==> src/rtl/uart_rx_frame_if.sv <==
// Bus bundle between the RX pin synchronizer / data consumer and uart_rx_frame.
// The master side drives the serial line and frame options; the slave side is the receiver.
interface uart_rx_frame_if #(
   parameter int Data_Width = 8
);
   logic                  RX_IN;
   logic                  PAR_EN;
   logic                  PAR_TYP;
   logic [Data_Width-1:0] P_DATA;
   logic                  Data_Valid;
   logic                  PAR_ERR;
   logic                  STP_ERR;
   logic                  Busy;

   modport master (
      output RX_IN, PAR_EN, PAR_TYP,
      input  P_DATA, Data_Valid, PAR_ERR, STP_ERR, Busy
   );

   modport slave (
      input  RX_IN, PAR_EN, PAR_TYP,
      output P_DATA, Data_Valid, PAR_ERR, STP_ERR, Busy
   );
endinterface

==> src/rtl/uart_rx_frame.sv <==
// UART frame receiver: oversampled start detect, LSB-first data shift, optional
// parity check and stop check, with one-cycle valid/error pulses per completed frame.
module uart_rx_frame #(
   parameter int Data_Width = 8,
   parameter int PRESCALE   = 8
) (
   input logic             CLK,
   input logic             RST,
   uart_rx_frame_if.slave  bus
);

   localparam int HALF = PRESCALE / 2;
   localparam int EW   = (PRESCALE > 1) ? $clog2(PRESCALE) : 1;
   localparam int BW   = $clog2(Data_Width + 1);

   localparam logic [EW-1:0] SAMP0_TICK = EW'(HALF - 1);
   localparam logic [EW-1:0] SAMP1_TICK = EW'(HALF);
   localparam logic [EW-1:0] DECIDE_TICK = EW'(HALF + 1);
   localparam logic [EW-1:0] LAST_TICK  = EW'(PRESCALE - 1);
   localparam logic [BW-1:0] LAST_BIT   = BW'(Data_Width);

   typedef enum logic [2:0] {
      S_IDLE,
      S_START,
      S_DATA,
      S_PARITY,
      S_STOP
   } state_t;

   state_t                state_q, state_d;
   logic [EW-1:0]         edge_cnt_q, edge_cnt_d;
   logic [BW-1:0]         bit_cnt_q, bit_cnt_d;
   logic [Data_Width-1:0] shift_q, shift_d;
   logic [1:0]            samp_q, samp_d;
   logic                  par_en_q, par_en_d;
   logic                  par_typ_q, par_typ_d;
   logic                  par_bad_q, par_bad_d;
   logic [Data_Width-1:0] p_data_q, p_data_d;
   logic                  data_valid_q, data_valid_d;
   logic                  par_err_q, par_err_d;
   logic                  stp_err_q, stp_err_d;

   logic                  maj_bit;
   logic                  edge_wrap;
   logic                  decide;
   logic [EW-1:0]         edge_next;
   logic                  exp_parity;

   // Two earlier samples are stored; the third is the live line at the decision tick.
   assign maj_bit    = (samp_q[0] & samp_q[1]) | (samp_q[0] & bus.RX_IN) | (samp_q[1] & bus.RX_IN);
   assign edge_wrap  = (edge_cnt_q == LAST_TICK);
   assign decide     = (edge_cnt_q == DECIDE_TICK);
   assign edge_next  = edge_wrap ? '0 : edge_cnt_q + 1'b1;
   assign exp_parity = par_typ_q ? ~^shift_q : ^shift_q;

   always_comb begin
      state_d      = state_q;
      edge_cnt_d   = edge_cnt_q;
      bit_cnt_d    = bit_cnt_q;
      shift_d      = shift_q;
      samp_d       = samp_q;
      par_en_d     = par_en_q;
      par_typ_d    = par_typ_q;
      par_bad_d    = par_bad_q;
      p_data_d     = p_data_q;
      data_valid_d = 1'b0;
      par_err_d    = 1'b0;
      stp_err_d    = 1'b0;

      if (edge_cnt_q == SAMP0_TICK) samp_d[0] = bus.RX_IN;
      if (edge_cnt_q == SAMP1_TICK) samp_d[1] = bus.RX_IN;

      case (state_q)
         S_IDLE: begin
            edge_cnt_d = '0;
            bit_cnt_d  = '0;
            // The cycle that sees the falling edge counts as tick 0 of the start bit.
            if (!bus.RX_IN) begin
               state_d    = S_START;
               edge_cnt_d = EW'(1);
               par_en_d   = bus.PAR_EN;
               par_typ_d  = bus.PAR_TYP;
               par_bad_d  = 1'b0;
            end
         end
         S_START: begin
            edge_cnt_d = edge_next;
            if (decide && maj_bit) begin
               state_d    = S_IDLE;
               edge_cnt_d = '0;
            end else if (edge_wrap) begin
               state_d   = S_DATA;
               bit_cnt_d = '0;
            end
         end
         S_DATA: begin
            edge_cnt_d = edge_next;
            if (decide) begin
               shift_d   = {maj_bit, shift_q[Data_Width-1:1]};
               bit_cnt_d = bit_cnt_q + 1'b1;
            end
            if (edge_wrap && (bit_cnt_q == LAST_BIT)) begin
               state_d   = par_en_q ? S_PARITY : S_STOP;
               bit_cnt_d = '0;
            end
         end
         S_PARITY: begin
            edge_cnt_d = edge_next;
            if (decide) par_bad_d = (maj_bit != exp_parity);
            if (edge_wrap) state_d = S_STOP;
         end
         S_STOP: begin
            edge_cnt_d = edge_next;
            // Leave at the decision tick so the next start edge can be caught early.
            if (decide) begin
               state_d    = S_IDLE;
               edge_cnt_d = '0;
               if (!maj_bit) begin
                  stp_err_d = 1'b1;
               end else if (par_bad_q) begin
                  par_err_d = 1'b1;
               end else begin
                  p_data_d     = shift_q;
                  data_valid_d = 1'b1;
               end
            end
         end
         default: begin
            state_d    = S_IDLE;
            edge_cnt_d = '0;
            bit_cnt_d  = '0;
         end
      endcase
   end

   always_ff @(posedge CLK) begin
      if (!RST) begin
         state_q      <= S_IDLE;
         edge_cnt_q   <= '0;
         bit_cnt_q    <= '0;
         shift_q      <= '0;
         samp_q       <= '0;
         par_en_q     <= 1'b0;
         par_typ_q    <= 1'b0;
         par_bad_q    <= 1'b0;
         p_data_q     <= '0;
         data_valid_q <= 1'b0;
         par_err_q    <= 1'b0;
         stp_err_q    <= 1'b0;
      end else begin
         state_q      <= state_d;
         edge_cnt_q   <= edge_cnt_d;
         bit_cnt_q    <= bit_cnt_d;
         shift_q      <= shift_d;
         samp_q       <= samp_d;
         par_en_q     <= par_en_d;
         par_typ_q    <= par_typ_d;
         par_bad_q    <= par_bad_d;
         p_data_q     <= p_data_d;
         data_valid_q <= data_valid_d;
         par_err_q    <= par_err_d;
         stp_err_q    <= stp_err_d;
      end
   end

   assign bus.P_DATA     = p_data_q;
   assign bus.Data_Valid = data_valid_q;
   assign bus.PAR_ERR    = par_err_q;
   assign bus.STP_ERR    = stp_err_q;
   assign bus.Busy       = (state_q != S_IDLE);

endmodule

==> src/flat_wrapper.sv <==
// flat-port wrapper written by rule: the top's interface ports become plain ports
module uart_rx_frame_flat 
#(
   parameter int Data_Width = 8,
   parameter int PRESCALE   = 8
)
  (CLK, RST, bus_RX_IN, bus_PAR_EN, bus_PAR_TYP, bus_P_DATA, bus_Data_Valid, bus_PAR_ERR, bus_STP_ERR, bus_Busy);
  uart_rx_frame_if #(.Data_Width(Data_Width)) bus_i ();
  input logic CLK;
  input logic RST;
  input wire logic [$bits(bus_i.RX_IN)-1:0] bus_RX_IN;
  input wire logic [$bits(bus_i.PAR_EN)-1:0] bus_PAR_EN;
  input wire logic [$bits(bus_i.PAR_TYP)-1:0] bus_PAR_TYP;
  output wire logic [$bits(bus_i.P_DATA)-1:0] bus_P_DATA;
  output wire logic [$bits(bus_i.Data_Valid)-1:0] bus_Data_Valid;
  output wire logic [$bits(bus_i.PAR_ERR)-1:0] bus_PAR_ERR;
  output wire logic [$bits(bus_i.STP_ERR)-1:0] bus_STP_ERR;
  output wire logic [$bits(bus_i.Busy)-1:0] bus_Busy;
  assign bus_i.RX_IN = bus_RX_IN;
  assign bus_i.PAR_EN = bus_PAR_EN;
  assign bus_i.PAR_TYP = bus_PAR_TYP;
  assign bus_P_DATA = bus_i.P_DATA;
  assign bus_Data_Valid = bus_i.Data_Valid;
  assign bus_PAR_ERR = bus_i.PAR_ERR;
  assign bus_STP_ERR = bus_i.STP_ERR;
  assign bus_Busy = bus_i.Busy;
  uart_rx_frame #(.Data_Width(Data_Width), .PRESCALE(PRESCALE)) u_core (.CLK(CLK), .RST(RST), .bus(bus_i));
endmodule
==> config.mk <==
export PLATFORM = sky130hd
export DESIGN_NAME = uart_rx_frame_flat
export DESIGN_NICKNAME = d
export VERILOG_FILES = /design/src/rtl/uart_rx_frame_if.sv /design/src/rtl/uart_rx_frame.sv /design/src/flat_wrapper.sv
export SDC_FILE = /design/constraint.sdc
export NUM_CORES = 1
export LEC_CHECK = 0
export BUFFER_PORTS_ARGS = -buffer_cell sky130_fd_sc_hd__buf_2
export CORE_ASPECT_RATIO = 0.7
export CORE_MARGIN = 10
export CORE_UTILIZATION = 57
export CTS_CLUSTER_DIAMETER = 100
export DETAILED_ROUTE_END_ITERATION = 8
export PLACE_DENSITY_LB_ADDON = 0.12
export SYNTH_ARGS = -nofsm -noshare
export SYNTH_HDL_FRONTEND = slang
export SYNTH_SLANG_ARGS = --single-unit
==> constraint.sdc <==
create_clock -name CLK -period 2 [get_ports CLK]
set_input_delay 0 -clock CLK [delete_from_list [all_inputs] [get_ports CLK]]
set_output_delay 0 -clock CLK [all_outputs]
set_load 0.005 [all_outputs]
* Word level (Yosys, flattened, before mapping) *
Cells that the tools add are included.

storage, ports and cells
  flip-flop bits (word level) = 34
  input bits = 5
  output and inout port bits = 12

operators by class
  $add $sub $neg = 2
  equality and inequality tests = 19
  multiplexer cells = 25
  bitwise logic cells = 8
  reduce and logical (&&, ||, !) cells = 17

operators by type and width
  kind                                            number
  2-to-1 mux 3 bit                                10
  2-to-1 mux 4 bit                                4
  one-hot mux 3 bit (5 select lines)              1
  == test 3 bit (second input constant)           4
  one-hot mux 3 bit (4 select lines)              1
  one-hot mux 4 bit (3 select lines)              1
  AND reduction 4 bit                             3
  != test 2 x 1 -> 1 bit (second input constant)  5
  == test 3 x 2 -> 1 bit (second input constant)  3
  XNOR reduction 8 bit                            1
  XOR reduction 8 bit                             1
  2-to-1 mux 1 bit                                7
  != test 3 x 1 -> 1 bit (second input constant)  2
  AND reduction 3 bit                             2
  AND reduction 5 bit                             1
  adder 4 x 1 -> 4 bit (second input constant)    1
  == test 4 bit (second input constant)           1
  != test 2 bit (second input constant)           2
  AND reduction 2 bit                             2
  OR reduction 2 bit                              2
  adder 3 x 1 -> 3 bit (second input constant)    1
  AND 1 bit                                       3
  == test 3 x 1 -> 1 bit (second input constant)  1
  logical NOT 3 bit                               1
  7 further kinds                                 11

* Depth between registers and ports, before layout *
Gate-level depths: netlist (run 1).

  word-level depth = 6
  gate-level depth with buffers = 7

* Least setup slack after synthesis (run 1) *
OpenSTA, ideal clock, no wires.

  kind = register -> register
  start = reg u_core.edge_cnt_q[0]
  end = reg u_core.state_q[1]
  setup time = 0.122 ns
  arrival = 1.630 ns
  path slack = 0.249 ns
  cell stages (with the launch flop) = 7
  path buffers = 0
  cell sequence = dfxtp_1 > ha_1 > ha_1 > nand4b_1 > a32oi_1 > nand3_1 > o311a_1

on the way
  word-level cells in the longest chain between the ends = 4

ends and longest elaborated chain
  element                                                                                     RTL line                                   source
  start: declaration                                                                          uart_rx_frame.sv:31                        logic [EW-1:0] edge_cnt_q, edge_cnt_d;
  start signal: assignment                                                                    uart_rx_frame.sv:152                       edge_cnt_q <= edge_cnt_d;
  == test 3 bit, on equally long branches                                                     uart_rx_frame.sv:52, uart_rx_frame.sv:51
  logical AND 1 bit, on equally long branches                                                 uart_rx_frame.sv:88, uart_rx_frame.sv:102
  != test 3 x 1 -> 1 bit (no line), or another cell as far along                              -
  AND reduction 5 bit (no line) / one-hot mux 3 bit (5 select lines) (equally long branches)  -
  end signal: assignment                                                                      uart_rx_frame.sv:151                       state_q <= state_d;
  end: declaration                                                                            uart_rx_frame.sv:30                        state_t state_q, state_d;

Parallel ways exist; a longest one is shown, timed or not.
A chain may end at the register's enable or synchronous reset.

* Final worst setup path (run 1) *
Same ends and word-level chain as after synthesis.

==> results.cfg, run 1 <==
[run_status]
outcome = completed

[synth]
syn_area_sq_um = 1630
synthXorXnorAreaFrac_pct = 5.14
synthDominantCellAreaShare_pct = 41.7
synth_ff_type = dfxtp_1
yosysMostFrequentCell = dfxtp_1
synth.top_cells.by_area = dfxtp_1 (42%), mux2i_1 (6.7%), ha_1 (5.4%), nand2_1 (5.1%), a21oi_1 (4.6%)
synthMuxAreaShare_pct = 6.75
synth_fa_ha_area_share_pct = 6.06
synthArstFlopShare_pct = 0
yosys.area.top_type = dfxtp_1
ys_seq_area_share_pct = 41.7
synthesis.nets = 195
synthSimpleGateAreaFrac_pct = 21.0
ys_types = 46
synth_edf_count = 0
synth_top_family_by_area = simple AND/OR/NAND/NOR gates
synth.top_cells.by_count = dfxtp_1 (34), nand2_1 (22), nor2_1 (16)
syn_area_per_cell_sq_um = 8.92
synth-seq-cells = 34
synth_compound_area_share_pct = 14.9
netlist_instances = 183
yosys_warnings = 0

[hold_path]
hp-start = bus_RX_IN
min_path_type = in -> reg

[detailed_routing]
post_drt_wl_per_cell_um = 14.3
routed_wl_um = 3510
initialDrtViolationCount = 145
wirelength_met1_um = 1640
viasPerCell = 5.73
top_layer_used = met4
dr.pass1.iters = 5
dr_wl_met3_um = 326
num_vias = 1404
drc = 0
ant_nets = 0
dr_wl_met2_um = 1500

[layout]
area_growth_pct = 16.5
diodes = 0
nets = 220
layout.cells.non_filler = 245
drive_gt1_share_pct = 19.1
fin_area_sq_um = 1900

[placed_design]
gp_congestion = 0.899
io_buffers = 16
dp_hpwl_um = 2620
place_area_sq_um = 1770
post-place-cells = 234

[timing]
drv_slew = 0
relSlewSlack_pct = 71.0
finalCriticalPeriod_ns = 1.87
hold_viol_final = 0
fmax_mhz = 536
setup_violations = 0
clock_skew_ns = 0.00630
finalCritPeriodShare_pct = 93.3
worst_slew_pin_slew_ns = 0.435

[critical_path]
r2r_start = u_core.edge_cnt_q[0]
required_ns = 2.17
cp_data_arrival_time_ns = 2.04
startpoint_type = register
end_kind = register
crit_path_max_fanout = 5
crit_start = u_core.edge_cnt_q[0]
path_class = reg -> reg

[power]
cellLeakagePower_nw = 0.799
p_per_area_nw_per_um2 = 1030
clockPowerShare_pct = 26.7
p_seq_share_pct = 39.2
p_sw_mw = 0.655
power.internal_mw = 1.30
sw_frac_of_total_pct = 33.5
peakVddDrop_mv = 0.485
combPwrFrac_pct = 34.1

[job]
max_cap_viol_count = 0

[clocking]
cts-buffers-inserted = 5
clock-sinks = 34
cts_tree = yes
cts_root_buf = clkbuf_8
clock_latency_ns = 0.29
clkTransAtPathRegs_ns = 0.07
clk_path_buf_depth = 2
cts.htree.levels = 2

[grt]
grt-ovfl-total = 0
grt_pass1_wl_um = 5940
grt_max_degree = 26
track_usage_pct = 12.9
grt_pass1_vias = 1312
grt_antenna_before_repair = 0

[die]
fp.dieH_um = 64.8
io_pins = 17
initial_utilization_pct = 59.1
fp-row-count = 16
chipWidth_um = 83.9
die_area_sq_um = 5440
core_sq_um = 2760
==> layout make-up <==
class | count | area (sq um)
clock buffers | 6 | 82.6
clock inverters | 2 | 12.5
fillers | 222 | 862
inverters | 9 | 33.8
multi-input cells | 132 | 886
flip-flops and latches | 34 | 681
well taps | 36 | 45.0
repair buffers | 26 | 160
==> per-stage QoR <==
step,power [mW],TNS [ns],hold slack (ns),worst slack [ns],util [%]
6_report,1.96,0,0.0372,0.133,68.8
3_5_place_dp,1.42,0,0.253,0.143,64.1
2_1_floorplan,1.23,0,0.143,0.249,-
3_3_place_gp,1.40,0,0.235,0.213,64.1
4_1_cts,1.95,0,0.0219,0.120,68.3
5_1_grt,2.07,-0.00213,0.0529,-0.00213,68.8
==> registers in the layout (all words and copies together), names as in the netlist <==
signal and count:
u_core.par_typ_q 1, u_core.shift_q 8, u_core.bus.Data_Valid 1, u_core.par_en_q 1
u_core.bus.PAR_ERR 1, u_core.samp_q 2, u_core.bus.STP_ERR 1, u_core.bit_cnt_q 4
u_core.bus.P_DATA 8, u_core.par_bad_q 1, u_core.state_q 3, u_core.edge_cnt_q 3
==> power groups by stage <==
| stage | Clock, mW | Sequential, mW | Combinational [mW] |
|---|---|---|---|
| after floorplan | 0 | 0.773 | 0.459 |
| after detailed placement | 0 | 0.782 | 0.638 |
| after CTS | 0.539 | 0.767 | 0.644 |
| after global routing | 0.561 | 0.773 | 0.736 |
| final | 0.524 | 0.767 | 0.668 |
| after global placement | 0 | 0.779 | 0.616 |
==> final timing paths <==
| path | cells after the start | slack (ns) | to |
|---|---|---|---|
| worst min-delay path | 3 | 0.04 | u_core.samp_q[1] |
| worst max register to register | 6 | 0.13 | u_core.state_q[1] |
| worst max-delay path | 6 | 0.13 | u_core.state_q[1] |
| worst min register to register | 2 | 0.46 | u_core.bus.PAR_ERR |
==> layer usage <==
layer  global-route usage [%]  up-vias
met5                        0        -
met4                     5.21        0
met3                     5.12        6
met2                     19.8       68
met1                     15.9      635
li1                         -      695
==> timing repair <==
item | in CTS | in global routing
resized for setup | 0 | 1
hold buffers | 2 | 0
endpoints found under the setup margin | 0 | 3
endpoints found under the hold margin | 2 | 0
buffers inserted | 0 | 1
==> cell usage in the layout, fill, tap and decap left out, types with 2 or more instances in the layout <==
cell type and count:
o22ai_1 3, nand4_1 3, nor2_1 16, clkbuf_8 6, buf_4 8, nand2b_1 3
nor3_1 2, a21oi_1 15, xnor2_1 6, mux2i_1 11, ha_1 7, dlygate4sd3_1 2
dfxtp_1 34, buf_2 16, inv_1 8, and2_1 2, nor3b_1 2, o21ai_0 3
nand2_1 22, nand3_1 11
==> critical path: stages, from the launching register on <==
cell and delay, ns:
dfxtp_1 0.38, ha_1 0.19, ha_1 0.25, nand4b_1 0.23, a32oi_2 0.25, nand3_1 0.11, o311a_1 0.34
==> kinds of logic after synthesis <==
logic type	Yosys count
AO/OA/AOI/OAI	36
AND/OR/NAND/NOR	69
adder cells (fa/ha/maj)	8
multiplexers	11
XOR/XNOR	8
buffers and inverters	17
flip-flops	34
Power figures use the tool's default switching activity.
==> inputs of run 2 (changes only) <==
Settings changed: CORE_MARGIN 10 to 1.5.
==> results.cfg, run 2 (synthesized netlist as in run 1, its figures left out) <==
[run_status]
outcome = completed

[grt]
track_usage_pct = 25.2
grt_pass1_wl_um = 5760
grt_pass1_vias = 1230
grt_antenna_before_repair = 0
grt_max_degree = 26
grt-ovfl-total = 0

[die]
fp.dieH_um = 47.8
core_sq_um = 2760
fp-row-count = 16
chipWidth_um = 66.9
die_area_sq_um = 3200
io_pins = 17
initial_utilization_pct = 59.1

[timing]
worst_slew_pin_slew_ns = 0.453
finalSetupTns_ns = 0
finalCriticalPeriod_ns = 1.89
rsz0062_at_grt = false
hold_viol_final = 0
setup_violations = 0
finalCritPeriodShare_pct = 94.6
clock_skew_ns = 0.00652
relSlewSlack_pct = 69.8
fmax_mhz = 529
drv_slew = 0

[placed_design]
io_buffers = 16
gp_congestion = 0.950
dp_hpwl_um = 2700

[detailed_routing]
viasPerCell = 5.83
drc = 0
initialDrtViolationCount = 121
dr.pass1.iters = 4
num_vias = 1434
routed_wl_um = 3760
ant_nets = 0
post_drt_wl_per_cell_um = 15.3

[critical_path]
r2r_end = u_core.state_q[1]
path_cells = ha_1, ha_1, nand4b_1, a32oi_1, nand3_1, o311a_1
critPathTopFamily = compound AO/OA/AOI/OAI gates
path_class = reg -> reg
path_common_cell = ha_1
required_ns = 2.18
r2r_setup_slack_ns = 0.11
crit_path_max_fanout = 5
reg2regPathDepth = 6
startpoint_type = register
slowest_delay_ns = 0.39
path_buf_inv = 0
cpMaxStageDelayCell = dfxtp_1
r2r_start = u_core.edge_cnt_q[0]
end_kind = register
cp_data_arrival_time_ns = 2.07

[hold_path]
holdPathStages = 3
min_path_type = in -> reg
hold_end = u_core.samp_q[1]
hp-start = bus_RX_IN

[clocking]
clock_latency_ns = 0.29
clock-sinks = 34
clk_path_buf_depth = 2
cts.htree.levels = 2
cts_resized = 0
cts_root_buf = clkbuf_8
cts-buffers-inserted = 5
cts_tree = yes
clkTransAtPathRegs_ns = 0.07

[power]
peakVddDrop_mv = 0.592
p_per_area_nw_per_um2 = 1030
cellLeakagePower_nw = 0.802

[layout]
drive_gt1_share_pct = 19.0
multiInputGateArea_sq_um = 878
seqCellArea_sq_um = 681
fill_cells = 227
final_common_cell = dfxtp_1
diodes = 0
utilization_pct = 68.8
area_growth_pct = 16.5
mostFrequentLayoutCells = dfxtp_1 (34), nand2_1 (22), nor2_1 (16), buf_2 (16), a21oi_1 (15)
nets = 221

[job]
max_cap_viol_count = 0
==> run 2: cell types whose count changed in the layout (fill, tap and decap cells not counted) <==
cell | previous run | this run
a32oi_1 | 0 | 1
a32oi_2 | 1 | 0
buf_4 | 8 | 9
==> run 2: how the worst max path moves through the flow <==
stage                              start                end  slack [ns]  cells after the start
floorplan           u_core.edge_cnt_q[0]  u_core.state_q[1]        0.25                      6
global placement    u_core.edge_cnt_q[0]  u_core.state_q[1]        0.20                      6
detailed placement  u_core.edge_cnt_q[0]  u_core.state_q[1]        0.14                      6
CTS                 u_core.edge_cnt_q[0]  u_core.state_q[1]        0.14                      6
global route        u_core.edge_cnt_q[0]  u_core.state_q[1]        0.02                      7
finish              u_core.edge_cnt_q[0]  u_core.state_q[1]        0.11                      6
==> run 2: stage by stage <==
stage                     instances  instance area, sq um  hold WS, ns  total power [mW]  worst slack (ns)
after detailed placement        236                  1790        0.245              1.42             0.143
final                           246                  1900       0.0278              1.97             0.109
after global routing            246                  1900       0.0351              2.06            0.0245
after global placement          236                  1790        0.235              1.41             0.196
after CTS                       246                  1900       0.0208              1.95             0.136
after floorplan                 183                  1630        0.143              1.23             0.249
==> run 2: layout make-up <==
type / instances / share of cell area (%)
Clock buffer: 6 / 4.34
Clock inverter: 2 / 0.658
Tap cell: 36 / 2.37
Timing Repair Buffer: 27 / 8.82
Multi-Input combinational cell: 132 / 46.2
Inverter: 9 / 1.78
Sequential cell: 34 / 35.8
==> run 2: repair_timing <==
action	CTS	global route
endpoints found under the hold margin	2	0
hold buffers	2	0
setup buffers	0	0
==> run 2: per-layer routing <==
layer,global-route usage [%],part of all wire (%),vias to the layer above
met5,0,0,-
met3,8.71,9.1,5
met4,11.8,0.72,0
met1,34.1,47,660
li1,-,-,700
met2,36.6,43,69
==> run 2: worst min-delay path: stages <==
cell and delay (ns):
buf_2 0.14, nand3_1 0.08, a21oi_1 0.05
==> run 2: where the power goes <==
part           total, mW  leakage, nW  internal [mW]  switching, mW
registers          0.769        0.275          0.730         0.0388
clock network      0.535       0.0472          0.277          0.258
logic              0.663        0.480          0.290          0.373
==> inputs of run 3 (changes only) <==
Settings changed: REMOVE_ABC_BUFFERS from default to 1, SETUP_SLACK_MARGIN from default to 0.5.
==> results.cfg, run 3 (synthesized netlist as in run 1, its figures left out) <==
[placed_design]
gp_congestion = 0.960
dp_hpwl_um = 2650
pre_cts_slack_ns = 0.0914
post-place-cells = 234
io_buffers = 16

[timing]
hold_viol_final = 0
finalCriticalPeriod_ns = 1.71
setup_violations = 0
drv_slew = 0
setup_ws_ns = 0.287
worst_slew_pin_slew_ns = 0.445
rsz0062_at_grt = true
relSlewSlack_pct = 70.3
finalCritPeriodShare_pct = 85.6
whs_ns = 0.0860
fmax_mhz = 584
finalSetupTns_ns = 0
clock_skew_ns = 0.00500

[clocking]
clkTransAtPathRegs_ns = 0.07
clock-sinks = 34
clock_latency_ns = 0.29
cts_tree = yes
cts_root_buf = clkbuf_8
cts.htree.levels = 2
clk_path_buf_depth = 2
cts-buffers-inserted = 5

[detailed_routing]
post_drt_wl_per_cell_um = 16.2
routed_wl_um = 4060
num_vias = 1467
drc = 0
viasPerCell = 5.84
initialDrtViolationCount = 122
dr.pass1.iters = 4
ant_nets = 0

[critical_path]
crit_path_max_fanout = 5
required_ns = 2.16
path_cells = or3b_4, or4b_4, buf_6, mux2i_2, nor2_1
path_class = reg -> reg
cpMaxStageDelayCell = or4b_4
slowest_delay_ns = 0.50
path_buf_inv = 1
cp_data_arrival_time_ns = 1.88
end_kind = register
startpoint_type = register
critPathTopFamily = simple AND/OR/NAND/NOR gates

[power]
cellLeakagePower_nw = 0.854
p_per_area_nw_per_um2 = 1000
total_power_mw = 2.07
peakVddDrop_mv = 0.853

[layout]
nets = 227
mostFrequentLayoutCells = dfxtp_1 (27), nand2_1 (20), buf_2 (16), nor2_1 (15), a21oi_1 (14)
drive_gt1_share_pct = 32.6
layout.cells.non_filler = 251
area_growth_pct = 26.5
final_common_cell = dfxtp_1
diodes = 0

[job]
max_cap_viol_count = 0

[grt]
grt_pass1_wl_um = 6090
grt_max_degree = 26
track_usage_pct = 27.1
grt-ovfl-total = 0
grt_antenna_before_repair = 0
grt_pass1_vias = 1276

[die]
core_sq_um = 2760
chipWidth_um = 66.9
fp.dieH_um = 47.8
initial_utilization_pct = 59.1
die_area_sq_um = 3200
fp-row-count = 16
io_pins = 17

[hold_path]
min_path_type = in -> reg

[run_status]
outcome = completed
## run 3: final cells by class
class / instances / area (sq um)
repair buffers: 33 / 220
well taps: 36 / 45.0
multi-input cells: 132 / 993
inverters: 9 / 33.8
fillers: 193 / 699
flip-flops and latches: 34 / 692
clock inverters: 2 / 10.0
clock buffers: 5 / 68.8
## run 3: per-stage QoR
stage / utilization, % / instance area, sq um
final: 74.7 / 2060
after global routing: 74.7 / 2060
after CTS: 72.8 / 2010
after detailed placement: 64.1 / 1770
after global placement: 64.1 / 1770
after floorplan: - / 1590
## run 3: worst register-to-register path: cells and delay by family, from the launching register on
family	cells	cell delay, ns
multiplexers	1	0.17
buffers and inverters	1	0.16
flip-flops	1	0.32
AND/OR/NAND/NOR	3	0.94
## run 3: metal layers
layer / track usage (%) / vias up / part of all wire (%)
li1: - / 709 / -
met1: 35.7 / 689 / 45
met2: 42.4 / 58 / 46
met3: 8.94 / 11 / 7.1
met4: 10.2 / 0 / 1.5
met5: 0 / - / 0
## run 3: path summary, 6_finish.rpt
path,startpoint,cells after the start,slack [ns],to
setup / recovery,u_core.state_q[1],5,0.29,u_core.bus.P_DATA[7]
hold / removal,RST,2,0.09,u_core.state_q[1]
setup reg to reg,u_core.state_q[1],5,0.29,u_core.bus.P_DATA[7]
hold reg to reg,u_core.samp_q[1],2,0.47,u_core.samp_q[1]
## run 3: power breakdown
group	switching, mW	internal, mW
Clock	0.242	0.233
Sequential	0.0516	0.740
Combinational	0.443	0.363
Total	0.737	1.34
## run 3: repair_timing
| item | CTS | global route |
|---|---|---|
| endpoints found under the setup margin | 28 | 29 |
| gates resized for setup | 22 | 16 |
| hold endpoints to repair | 2 | 0 |
| pin swaps | 6 | 6 |
| hold buffers | 2 | 0 |
| setup buffers | 7 | 0 |
| gates cloned | 1 | 0 |
